`config.mk`:
```
export PLATFORM = sky130hd
export DESIGN_NAME = tick_table_builder_flat
export DESIGN_NICKNAME = d
export VERILOG_FILES = /design/src/rtl/tick_table_builder_if.sv /design/src/rtl/tick_table_builder.sv /design/src/flat_wrapper.sv
export SDC_FILE = /design/constraint.sdc
export NUM_CORES = 1
export LEC_CHECK = 0
export CORE_MARGIN = 2
export CORE_UTILIZATION = 61
export CTS_CLUSTER_SIZE = 24
export DETAILED_ROUTE_END_ITERATION = 10
export PLACE_DENSITY_LB_ADDON = 0.15
export SLEW_MARGIN = 40
export SYNTH_ARGS = -nofsm -noshare
export SYNTH_HDL_FRONTEND = slang
export SYNTH_SLANG_ARGS = --single-unit
```
`constraint.sdc`:
```
create_clock -name clk_i -period 5.3 [get_ports clk_i]
set_input_delay 0.53 -clock clk_i [delete_from_list [all_inputs] [get_ports clk_i]]
set_output_delay 0.53 -clock clk_i [all_outputs]
set_load 0.05 [all_outputs]
```
`src/rtl/tick_table_builder_if.sv`:
```
// Tick table builder bus interface.
// Carries the angle-request/tick-response handshake with the tick engine and
// the table write port.
//   theta_valid_o / theta_o / theta_ready_i : angle-index request
//   dt_valid_i / dt_i                       : absolute tick response
//   we_o / waddr_o / wdata_o / mem_select_o : table write port
// master = builder side, slave = engine/memory side.
interface tick_table_builder_if #(
  parameter int unsigned TICK_W_P = 16,
  parameter int unsigned ADDR_W_P = 11
);
  logic                theta_valid_o;
  logic [11:0]         theta_o;
  logic                theta_ready_i;
  logic                dt_valid_i;
  logic [TICK_W_P-1:0] dt_i;
  logic                we_o;
  logic [ADDR_W_P-1:0] waddr_o;
  logic [TICK_W_P:0]   wdata_o;
  logic [2:0]          mem_select_o;

  modport master (
    output theta_valid_o, theta_o,
    input  theta_ready_i, dt_valid_i, dt_i,
    output we_o, waddr_o, wdata_o, mem_select_o
  );

  modport slave (
    input  theta_valid_o, theta_o,
    output theta_ready_i, dt_valid_i, dt_i,
    input  we_o, waddr_o, wdata_o, mem_select_o
  );
endinterface

```
`src/rtl/tick_table_builder.sv`:
```
// Tick table builder.
// On start_i, queries the tick engine for FRAME_NUMBER_P edge ticks, then
// walks every (frame, passage, line point) and writes the tick delta of each
// point into the interleaved frame tables.
// Ports:
//   clk_i, nrst_i (async, active low), start_i (ignored while busy)
//   bus (tick_table_builder_if.master): request/response and write port
//   busy_o, done_o (one-cycle pulse), underflow_o (sticky)
// Optional feature: define TTB_UNDERFLOW_SAT_EN to clamp negative deltas to
// 0 and flag underflow_o; otherwise deltas wrap and underflow_o is 0.
module tick_table_builder #(
  parameter int unsigned FRAME_COLUMNS_P = 360,
  parameter int unsigned FRAME_NUMBER_P  = 5,
  parameter int unsigned LINE_POINTS_P   = 20,
  parameter int unsigned TICK_W_P        = 16,
  parameter int unsigned ADDR_W_P        = 11
) (
  input  logic clk_i,
  input  logic nrst_i,
  input  logic start_i,
  tick_table_builder_if.master bus,
  output logic busy_o,
  output logic done_o,
  output logic underflow_o
);

  localparam int unsigned PASSAGES = FRAME_COLUMNS_P / LINE_POINTS_P;
  localparam int unsigned TOTAL    = FRAME_COLUMNS_P * FRAME_NUMBER_P;
  localparam int unsigned L_W      = (LINE_POINTS_P > 1) ? $clog2(LINE_POINTS_P) : 1;
  localparam int unsigned P_W      = (PASSAGES > 1) ? $clog2(PASSAGES) : 1;

  typedef enum logic [1:0] {IDLE, EDGE, FILL, DONE} state_t;

  state_t state_q, state_d;

  logic                issue_q;
  logic                theta_valid_q;
  logic [11:0]         theta_q;
  logic                wait_dt_q;
  logic [2:0]          k_q;
  logic [2:0]          f_q;
  logic [L_W-1:0]      l_q;
  logic [P_W-1:0]      p_q;
  logic [TICK_W_P-1:0] last_q;
  logic [TICK_W_P-1:0] edge_q [8];
  logic [ADDR_W_P-1:0] wcnt_q;
  logic                we_q;
  logic [ADDR_W_P-1:0] waddr_q;
  logic [TICK_W_P:0]   wdata_q;
  logic [2:0]          sel_q;
  logic                fill_last_q;

  logic                rsp_fire;
  logic                k_last, l_last, p_last, f_last;
  logic [11:0]         theta_nxt;
  logic                first_pt;
  logic [TICK_W_P-1:0] last_term, edge_term, delta;
`ifdef TTB_UNDERFLOW_SAT_EN
  logic                delta_neg;
  logic                underflow_q;
`endif

  assign rsp_fire = wait_dt_q && bus.dt_valid_i && (state_q == EDGE || state_q == FILL);
  assign k_last   = (k_q == 3'(FRAME_NUMBER_P - 1));
  assign l_last   = (l_q == L_W'(LINE_POINTS_P - 1));
  assign p_last   = (p_q == P_W'(PASSAGES - 1));
  assign f_last   = (f_q == 3'(FRAME_NUMBER_P - 1));

  // State register
  always_ff @(posedge clk_i or negedge nrst_i) begin
    if (!nrst_i) state_q <= IDLE;
    else         state_q <= state_d;
  end

  // Next-state logic
  always_comb begin
    state_d = state_q;
    unique case (state_q)
      IDLE: if (start_i) state_d = EDGE;
      EDGE: if (rsp_fire && k_last) state_d = FILL;
      FILL: if (we_q && fill_last_q) state_d = DONE;
      DONE: state_d = IDLE;
      default: state_d = IDLE;
    endcase
  end

  // Output logic; the write-port registers hold stale values after a build,
  // so they are masked in IDLE.
  always_comb begin
    busy_o            = (state_q != IDLE);
    done_o            = (state_q == DONE);
    bus.we_o          = we_q;
    bus.theta_valid_o = theta_valid_q;
    bus.theta_o       = '0;
    bus.waddr_o       = '0;
    bus.wdata_o       = '0;
    bus.mem_select_o  = '0;
    if (state_q != IDLE) begin
      bus.theta_o      = theta_q;
      bus.waddr_o      = waddr_q;
      bus.wdata_o      = wdata_q;
      bus.mem_select_o = sel_q;
    end
`ifdef TTB_UNDERFLOW_SAT_EN
    underflow_o = underflow_q;
`else
    underflow_o = 1'b0;
`endif
  end

  // Angle index of the next request
  always_comb begin
    theta_nxt = '0;
    if (state_q == EDGE)
      theta_nxt = 12'(TOTAL - FRAME_NUMBER_P + 32'(k_q));
    else
      theta_nxt = 12'(32'(l_q) * PASSAGES * FRAME_NUMBER_P
                      + (32'(p_q) >> 1) * FRAME_NUMBER_P + 32'(f_q));
  end

  // Delta of the point currently being answered
  always_comb begin
    first_pt  = (l_q == '0) && (p_q == '0);
    last_term = first_pt ? '0 : last_q;
    edge_term = ((l_q == '0) && (p_q != '0)) ? edge_q[f_q] : '0;
`ifdef TTB_UNDERFLOW_SAT_EN
    // Sign of the true delta without widening the subtraction
    delta_neg = (({1'b0, bus.dt_i} + {1'b0, edge_term}) < {1'b0, last_term});
    delta     = delta_neg ? '0 : (bus.dt_i - last_term + edge_term);
`else
    delta     = bus.dt_i - last_term + edge_term;
`endif
  end

  // Datapath
  always_ff @(posedge clk_i or negedge nrst_i) begin
    if (!nrst_i) begin
      issue_q       <= 1'b0;
      theta_valid_q <= 1'b0;
      theta_q       <= '0;
      wait_dt_q     <= 1'b0;
      k_q           <= '0;
      f_q           <= '0;
      l_q           <= '0;
      p_q           <= '0;
      last_q        <= '0;
      wcnt_q        <= '0;
      we_q          <= 1'b0;
      waddr_q       <= '0;
      wdata_q       <= '0;
      sel_q         <= '0;
      fill_last_q   <= 1'b0;
      for (int unsigned i = 0; i < 8; i++) edge_q[i] <= '0;
`ifdef TTB_UNDERFLOW_SAT_EN
      underflow_q   <= 1'b0;
`endif
    end else begin
      we_q <= 1'b0;

      if (state_q == IDLE && start_i) begin
        issue_q     <= 1'b1;
        k_q         <= '0;
        wcnt_q      <= '0;
        fill_last_q <= 1'b0;
`ifdef TTB_UNDERFLOW_SAT_EN
        underflow_q <= 1'b0;
`endif
      end

      if (issue_q) begin
        issue_q       <= 1'b0;
        theta_valid_q <= 1'b1;
        theta_q       <= theta_nxt;
      end

      if (theta_valid_q && bus.theta_ready_i) begin
        theta_valid_q <= 1'b0;
        wait_dt_q     <= 1'b1;
      end

      if (rsp_fire) begin
        wait_dt_q <= 1'b0;
        if (state_q == EDGE) begin
          edge_q[k_q] <= bus.dt_i;
          issue_q     <= 1'b1;
          if (k_last) begin
            l_q    <= '0;
            p_q    <= '0;
            f_q    <= '0;
            last_q <= '0;
          end else begin
            k_q <= k_q + 3'd1;
          end
        end else begin
          we_q    <= 1'b1;
          waddr_q <= wcnt_q;
          wdata_q <= {1'b1, delta};
          sel_q   <= f_q;
          last_q  <= bus.dt_i;
          if (wcnt_q == ADDR_W_P'(FRAME_COLUMNS_P - 1)) wcnt_q <= '0;
          else                                          wcnt_q <= wcnt_q + ADDR_W_P'(1);
          // l innermost, then p, then f
          if (l_last) begin
            l_q <= '0;
            if (p_last) begin
              p_q <= '0;
              f_q <= f_q + 3'd1;
            end else begin
              p_q <= p_q + P_W'(1);
            end
          end else begin
            l_q <= l_q + L_W'(1);
          end
          if (l_last && p_last && f_last) fill_last_q <= 1'b1;
          else                            issue_q     <= 1'b1;
`ifdef TTB_UNDERFLOW_SAT_EN
          if (delta_neg) underflow_q <= 1'b1;
`endif
        end
      end
    end
  end

endmodule

```
`src/flat_wrapper.sv`:
```
// flat-port wrapper written by rule: the top's interface ports become plain ports
module tick_table_builder_flat 
#(
  parameter int unsigned FRAME_COLUMNS_P = 360,
  parameter int unsigned FRAME_NUMBER_P  = 5,
  parameter int unsigned LINE_POINTS_P   = 20,
  parameter int unsigned TICK_W_P        = 16,
  parameter int unsigned ADDR_W_P        = 11
)
  (clk_i, nrst_i, start_i, busy_o, done_o, underflow_o, bus_theta_valid_o, bus_theta_o, bus_theta_ready_i, bus_dt_valid_i, bus_dt_i, bus_we_o, bus_waddr_o, bus_wdata_o, bus_mem_select_o);
  tick_table_builder_if #(.TICK_W_P(TICK_W_P), .ADDR_W_P(ADDR_W_P)) bus_i ();
  input  logic clk_i;
  input  logic nrst_i;
  input  logic start_i;
  output logic busy_o;
  output logic done_o;
  output logic underflow_o;
  output wire logic [$bits(bus_i.theta_valid_o)-1:0] bus_theta_valid_o;
  output wire logic [$bits(bus_i.theta_o)-1:0] bus_theta_o;
  input wire logic [$bits(bus_i.theta_ready_i)-1:0] bus_theta_ready_i;
  input wire logic [$bits(bus_i.dt_valid_i)-1:0] bus_dt_valid_i;
  input wire logic [$bits(bus_i.dt_i)-1:0] bus_dt_i;
  output wire logic [$bits(bus_i.we_o)-1:0] bus_we_o;
  output wire logic [$bits(bus_i.waddr_o)-1:0] bus_waddr_o;
  output wire logic [$bits(bus_i.wdata_o)-1:0] bus_wdata_o;
  output wire logic [$bits(bus_i.mem_select_o)-1:0] bus_mem_select_o;
  assign bus_theta_valid_o = bus_i.theta_valid_o;
  assign bus_theta_o = bus_i.theta_o;
  assign bus_i.theta_ready_i = bus_theta_ready_i;
  assign bus_i.dt_valid_i = bus_dt_valid_i;
  assign bus_i.dt_i = bus_dt_i;
  assign bus_we_o = bus_i.we_o;
  assign bus_waddr_o = bus_i.waddr_o;
  assign bus_wdata_o = bus_i.wdata_o;
  assign bus_mem_select_o = bus_i.mem_select_o;
  tick_table_builder #(.FRAME_COLUMNS_P(FRAME_COLUMNS_P), .FRAME_NUMBER_P(FRAME_NUMBER_P), .LINE_POINTS_P(LINE_POINTS_P), .TICK_W_P(TICK_W_P), .ADDR_W_P(ADDR_W_P)) u_core (.clk_i(clk_i), .nrst_i(nrst_i), .start_i(start_i), .bus(bus_i), .busy_o(busy_o), .done_o(done_o), .underflow_o(underflow_o));
endmodule
```
# Yosys cells after proc, flatten, opt, wreduce, memory -nomap -nowiden
# Index checks and enable logic that the tools add are counted.
dict set report totals {
  ff_bits 221
  output_inout_bits 48
  in_bits 21
  elab_cells 134
}
dict set report op_classes {
  addsub 10
  multipliers 3
  order_cmp 3
  n_bitwise 3
  eq_ne 12
  reduce_logical 27
  mux 52
}
# operator count
set ops {}
lappend ops {{$bwmux W128} 1}
lappend ops {{$mux W16} 7}
lappend ops {{$mux W11} 5}
lappend ops {{$bmux W16 S3} 1}
lappend ops {{$demux W16 S3} 1}
lappend ops {{$mux W5} 6}
lappend ops {{$mux W3} 9}
lappend ops {{$mux W12} 2}
lappend ops {{$mux W17} 1}
lappend ops {{$add A16 B16 Y16} 1}
lappend ops {{$sub A16 B16 Y16} 1}
lappend ops {{$mux W1} 15}
lappend ops {{$add A11 B3 Y12 const A} 1}
lappend ops {{$add A12 B12 Y12} 1}
lappend ops {{$add A12 B3 Y12} 1}
lappend ops {{$add A11 B1 Y11 const B} 1}
lappend ops {{$eq A11 B9 Y1 const B} 1}
lappend ops {{$logic_and A1 B1 Y1} 11}
lappend ops {{$mul A9 B3 Y11 const B} 1}
lappend ops {{$add A5 B1 Y5 const B} 2}
lappend ops {{$eq A5 B5 Y1 const B} 2}
lappend ops {{$logic_not A5 Y1} 2}
lappend ops {{$reduce_bool A2 Y1} 5}
lappend ops {{$mul A5 B4 Y9 const B} 1}
lappend ops {{other kinds (19)} 31}

# Logic depth before layout (Yosys ltp)
dict set report logic_depth {
  word_depth 7
  mapped_depth 18
  depth_no_buf 17
}

# Worst setup path before layout
# Ideal clock, no wire load.
dict set report synth_timing {
  kind {reg2reg}
  start {register u_core.l_q[4]}
  end {register u_core.theta_q[10]}
  stages_incl_launch_ff 14
  required_time_ps 5218
  setup_time_ps 82
  period_less_slack_ps 3727
  n_path_buf 0
  t_arrival_ps 3645
  slack_ps 1573
  cell_sequence {dfrtp_1 -> ha_1 -> ha_1 -> fa_1 -> ha_1 -> ha_1 -> xnor2_1 -> ha_1 -> ha_1 -> or3_1 -> o211ai_1 -> nor3b_1 -> xor2_1 -> a31oi_1}
}
dict set report synth_via {
  elab_chain_cells 5
}
# element line
set synth_lines {}
lappend synth_lines {{start: declaration} tick_table_builder.sv:42} ;# logic [L_W-1:0] l_q;
lappend synth_lines {{start signal: assignment} tick_table_builder.sv:212} ;# l_q <= l_q + L_W'(1);
lappend synth_lines {{$mul A5 B4 Y9} tick_table_builder.sv:117} ;# theta_nxt = 12'(32'(l_q) * PASSAGES * FRAME_NUMBER_P
lappend synth_lines {{$mul A9 B3 Y11} tick_table_builder.sv:117}
lappend synth_lines {{$add A12 B12 Y12} tick_table_builder.sv:118} ;# + (32'(p_q) >> 1) * FRAME_NUMBER_P + 32'(f_q));
lappend synth_lines {{$add A12 B3 Y12} tick_table_builder.sv:118}
lappend synth_lines {{$mux W12} tick_table_builder.sv:114} ;# if (state_q == EDGE)
lappend synth_lines {{end signal: assignment} tick_table_builder.sv:173} ;# theta_q <= theta_nxt;
lappend synth_lines {{end: declaration} tick_table_builder.sv:38} ;# logic [11:0] theta_q;
# Every way passes these cells.
# A chain may end at the register's enable or synchronous reset.

# Final worst setup path
dict set report layout_timing {
  start {register u_core.p_q[1]}
  end {register u_core.wdata_q[13]}
}
dict set report layout_via {
  elab_chain_cells 5
  word_cells_on_any_way 8
  cone_classes {2 x add/sub; 2 x mux; 4 x reduce/logical}
}
# element line
set layout_lines {}
lappend layout_lines {{start: declaration} tick_table_builder.sv:43} ;# logic [P_W-1:0] p_q;
lappend layout_lines {{start signal: assignment} tick_table_builder.sv:209} ;# p_q <= p_q + P_W'(1);
lappend layout_lines {{$logic_not A5 Y1} tick_table_builder.sv:123} ;# first_pt = (l_q == '0) && (p_q == '0);
lappend layout_lines {{$logic_and A1 B1 Y1} tick_table_builder.sv:123}
lappend layout_lines {{$mux W16} tick_table_builder.sv:124} ;# last_term = first_pt ? '0 : last_q;
lappend layout_lines {{$sub A16 B16 Y16} tick_table_builder.sv:131} ;# delta = bus.dt_i - last_term + edge_term;
lappend layout_lines {{$add A16 B16 Y16 (*)} tick_table_builder.sv:131}
lappend layout_lines {{end signal: assignment} tick_table_builder.sv:197} ;# wdata_q <= {1'b1, delta};
lappend layout_lines {{end: declaration} tick_table_builder.sv:49} ;# logic [TICK_W_P:0] wdata_q;
# Mark *: on every way between the ends. The rest lies on a longest branch, timed or not.

==> impl_metrics.csv <==
group,metric,value,unit
die,die-area,0.0213,mm²
critical_path,crit_buf_inv,2,
timing,worstMarginPinSlew,0.682,ns
timing,setup-violations-final,0,
die,core,0.0196,mm²
detailed_routing,drt_iter0_markers,532,
detailed_routing,wl_per_cell,17.7,µm
critical_path,end_kind,"register",
logic_synthesis,synth-simple-area-share,13.9,%
critical_path,cp.arrival,4.61,ns
place,portBuffers,67,
finish,diodes,0,
logic_synthesis,syn_nets,1262,
pwr,combinationalPowerShare,49.0,%
timing,finalHoldViolations,0,
timing,rsz0062_at_grt,"no",
logic_synthesis,synth_compound_area_share,9.64,%
place,place_congestion,0.840,
grt,grt_pass1_vias,8700,
die,fp-row-count,51,
critical_path,slowest_delay,0.56,ns
pwr,seq_power_share,28.4,%
critical_path,timing.rr.start,"u_core.p_q[1]",
detailed_routing,drcViolationCount,0,
finish,mostFrequentLayoutCells,"dfrtp_1, nand2_1, o21ai_0",
logic_synthesis,synthMuxAreaShare,15.6,%
grt,grt_pass1_wl,44400,µm
logic_synthesis,synth_area_per_cell,10.6,µm²
finish,final_util,71.9,%
cts,cts_setup_buffers,0,
pwr,power.leakage,6.72,nW
timing,fin_crit_sh,80.2,%
critical_path,start_kind,"register",
timing,max_freq,235,MHz
pwr,sw_frac_of_total,40.8,%
logic_synthesis,async_reset_ff_share,100,%
grt,grt_use_total,25.6,%
pwr,p_int,0.00440,W
cts,cts_tree,"done",
cts,cts_resized,0,
finish,final_common_cell,"dfrtp_1",
detailed_routing,vias_per_cell,5.79,
logic_synthesis,yosys.area_share.adder,9.84,%
die,io_pins,69,
cts,numCtsBuffers,24,
min_path,hold_start,"u_core.wdata_q[16]",
logic_synthesis,syn_area,0.0123,mm²
logic_synthesis,synth_top_family_by_area,"multiplexers",
logic_synthesis,synth_cell_types,56,
detailed_routing,final_antenna_net_count,0,
grt,grt-ovfl-total,0,
critical_path,cp_common_cell,"o21ai_0",
timing,skew,0.0125,ns
logic_synthesis,synth_edf_count,0,
cts,clockBufferDepth,3,
pwr,max-vdd-ir-drop,0.291,mV
cts,clk_pin_slew_worst_paths,0.06,ns
logic_synthesis,synthXorXnorAreaFrac,2.14,%
place,dp_hpwl,18000,µm
status,status,"completed",
cts,ctsHoldBuffers,1,
cts,clk_latency,0.52,ns
run,maxCapViolCount,0,
cts,cts_root_buf,"clkbuf_16",
detailed_routing,num_vias,8704,
min_path,hold_path_class,"register to register",
pwr,switchingPower,0.00303,W
finish,drive_above_1_share,16.7,%
finish,syn2layout_area_growth,14.6,%
timing,drv_slew,0,
critical_path,crit_slowest_cell,"fa_1",
pwr,power_per_cell_area,527,mW/mm²
die,die_y,146,µm
finish,nFillCells,1455,
logic_synthesis,yosysWarnings,0,
critical_path,crit_type,"register to register",
grt,grt_antenna_before_repair,0,
critical_path,critPathTopFamily,"compound AO/OA/AOI/OAI gates",
critical_path,startpoint,"u_core.p_q[1]",
critical_path,cp.required,5.66,ns
logic_synthesis,synth_seq_cells,221,
cts,clock-sinks,221,
critical_path,path_cells,"inv_1, ha_1, nor4b_1, nand2_1, and2_1, fa_1, inv_1, ha_1, a211oi_1, o21ai_0, o21ai_0, o21ai_0, o21ai_0, xor2_1, o21ai_0",
timing,holdWs,0.461,ns
die,die_w,146,µm
critical_path,path_max_fanout,15,
timing,fin_tns_setup,0,ns
logic_synthesis,yosysSeqAreaShare,45.0,%
timing,period_needed,4.25,ns
die,start_util,62.7,%
detailed_routing,drt-pass1-iter-count,4,
logic_synthesis,synth_ff_type,"dfrtp_1",
pwr,clockPowerShare,22.5,%
cts,h-tree-depth,1,
detailed_routing,routed_wl,26500,µm
timing,slew_headroom,54.4,%
finish,fin_nets,1325,
logic_synthesis,synthCells,1157,
grt,grt_max_degree,88,
==> Yosys cell counts (all sizes together), types with 3 or more instances <==
| master | number | area (µm²) |
|---|---|---|
| o21ai | 109 | 546 |
| and2 | 15 | 93.8 |
| nor2 | 34 | 128 |
| o31ai | 7 | 52.6 |
| nor4b | 3 | 38.8 |
| buf | 13 | 67.6 |
| nand4 | 5 | 31.3 |
| fa | 21 | 420 |
| a21oi | 26 | 130 |
| xnor2 | 17 | 149 |
| a31oi | 7 | 43.8 |
| nand2 | 191 | 717 |
| nand3 | 18 | 90.1 |
| nor2b | 51 | 319 |
| xor2 | 13 | 114 |
| o21a | 4 | 30.0 |
| a211oi | 5 | 37.5 |
| a21o | 11 | 82.6 |
| o2bb2ai | 3 | 26.3 |
| mux2 | 104 | 1170 |
| or3 | 7 | 43.8 |
| inv | 72 | 270 |
| a21boi | 4 | 30.0 |
| a22o | 3 | 26.3 |
| nand2b | 15 | 93.8 |
| mux4 | 32 | 721 |
| o211ai | 7 | 52.6 |
| nor3b | 3 | 22.5 |
| and3 | 11 | 68.8 |
| clkbuf | 36 | 135 |
| dfrtp | 221 | 5530 |
| ha | 63 | 788 |
| nor3 | 6 | 30.0 |
==> power by group through the flow <==
| stage | combinational, W | clock (W) | sequential (W) |
|---|---|---|---|
| after detailed placement | 0.00363 | 0 | 0.00214 |
| after global routing | 0.00406 | 0.00178 | 0.00215 |
| after floorplan | 0.00274 | 0 | 0.00210 |
| final | 0.00364 | 0.00167 | 0.00211 |
| after CTS | 0.00366 | 0.00170 | 0.00211 |
| after global placement | 0.00357 | 0 | 0.00213 |
==> routing by layer <==
layer / GRT usage [%] / up-vias / part of all wire [%]
met5: 0 / - / 0
li1: - / 4110 / -
met3: 2.85 / 51 / 4.0
met4: 8.19 / 0 / 3.3
met1: 35.3 / 4309 / 44
met2: 43.2 / 234 / 48
==> stage by stage <==
stage	instance area, µm²	setup slack, ns	cells	power (W)
2_1_floorplan	12300	1.57	1157	0.00483
3_3_place_gp	13200	1.18	1457	0.00570
3_5_place_dp	13300	1.03	1458	0.00577
4_1_cts	14100	1.02	1502	0.00747
5_1_grt	14100	0.564	1502	0.00799
6_report	14100	1.05	1502	0.00743
==> worst reg2reg max path: cells and delay by family (launching register included) <==
family,cells,cell delay (ns)
adder cells (fa/ha/maj),3,1.00
XOR/XNOR,1,0.17
AND/OR/NAND/NOR,3,1.12
buffers and inverters,2,0.17
AO/OA/AOI/OAI,6,1.21
flip-flops,1,0.44
==> sequential cells by signal, indices dropped and copies added, names as in the netlist, 5 cells and up <==
name,cells
u_core.wcnt_q,11
u_core.l_q,5
u_core.waddr_q,11
u_core.last_q,16
u_core.p_q,5
u_core.edge_q,128
u_core.wdata_q,17
u_core.theta_q,12
==> logic make-up (layout without fill, tap and decap cells) <==
| logic type | after synthesis | after routing |
|---|---|---|
| adders and majority gates | 84 | 84 |
| and+or+nand+nor | 363 | 363 |
| xor gates and xnor gates | 30 | 30 |
| buffers and inverters | 122 | 202 |
| other | 1 | 1 |
| DFF | 221 | 221 |
| muxes | 138 | 138 |
| AOI/OAI and AO/OA | 198 | 198 |
==> path summary, 6_finish.rpt <==
| kind | to | slack [ns] | cells after the start |
|---|---|---|---|
| worst max-delay path | u_core.wdata_q[13] | 1.05 | 15 |
| worst min-delay path | u_core.wdata_q[16] | 0.46 | 1 |
| worst max register to register | u_core.wdata_q[13] | 1.05 | 15 |
| worst min register to register | u_core.wdata_q[16] | 0.46 | 1 |
| max in group asynchronous | u_core.edge_q[104] | 3.94 | 3 |
| min in group asynchronous | u_core.theta_q[7] | 0.53 | 2 |
==> final cells by class <==
class                      instances  area, µm²  share of cell area [%]
multi-input combinational        814       6280                    44.6
sequential                       221       5540                    39.3
timing repair buffer              86        853                    6.06
clock buffer                      35        702                    4.99
tap                              265        332                    2.35
inverter                          73        274                    1.95
clock inverter                     8        101                   0.720
No activity file was read; power rests on OpenSTA's default activity.
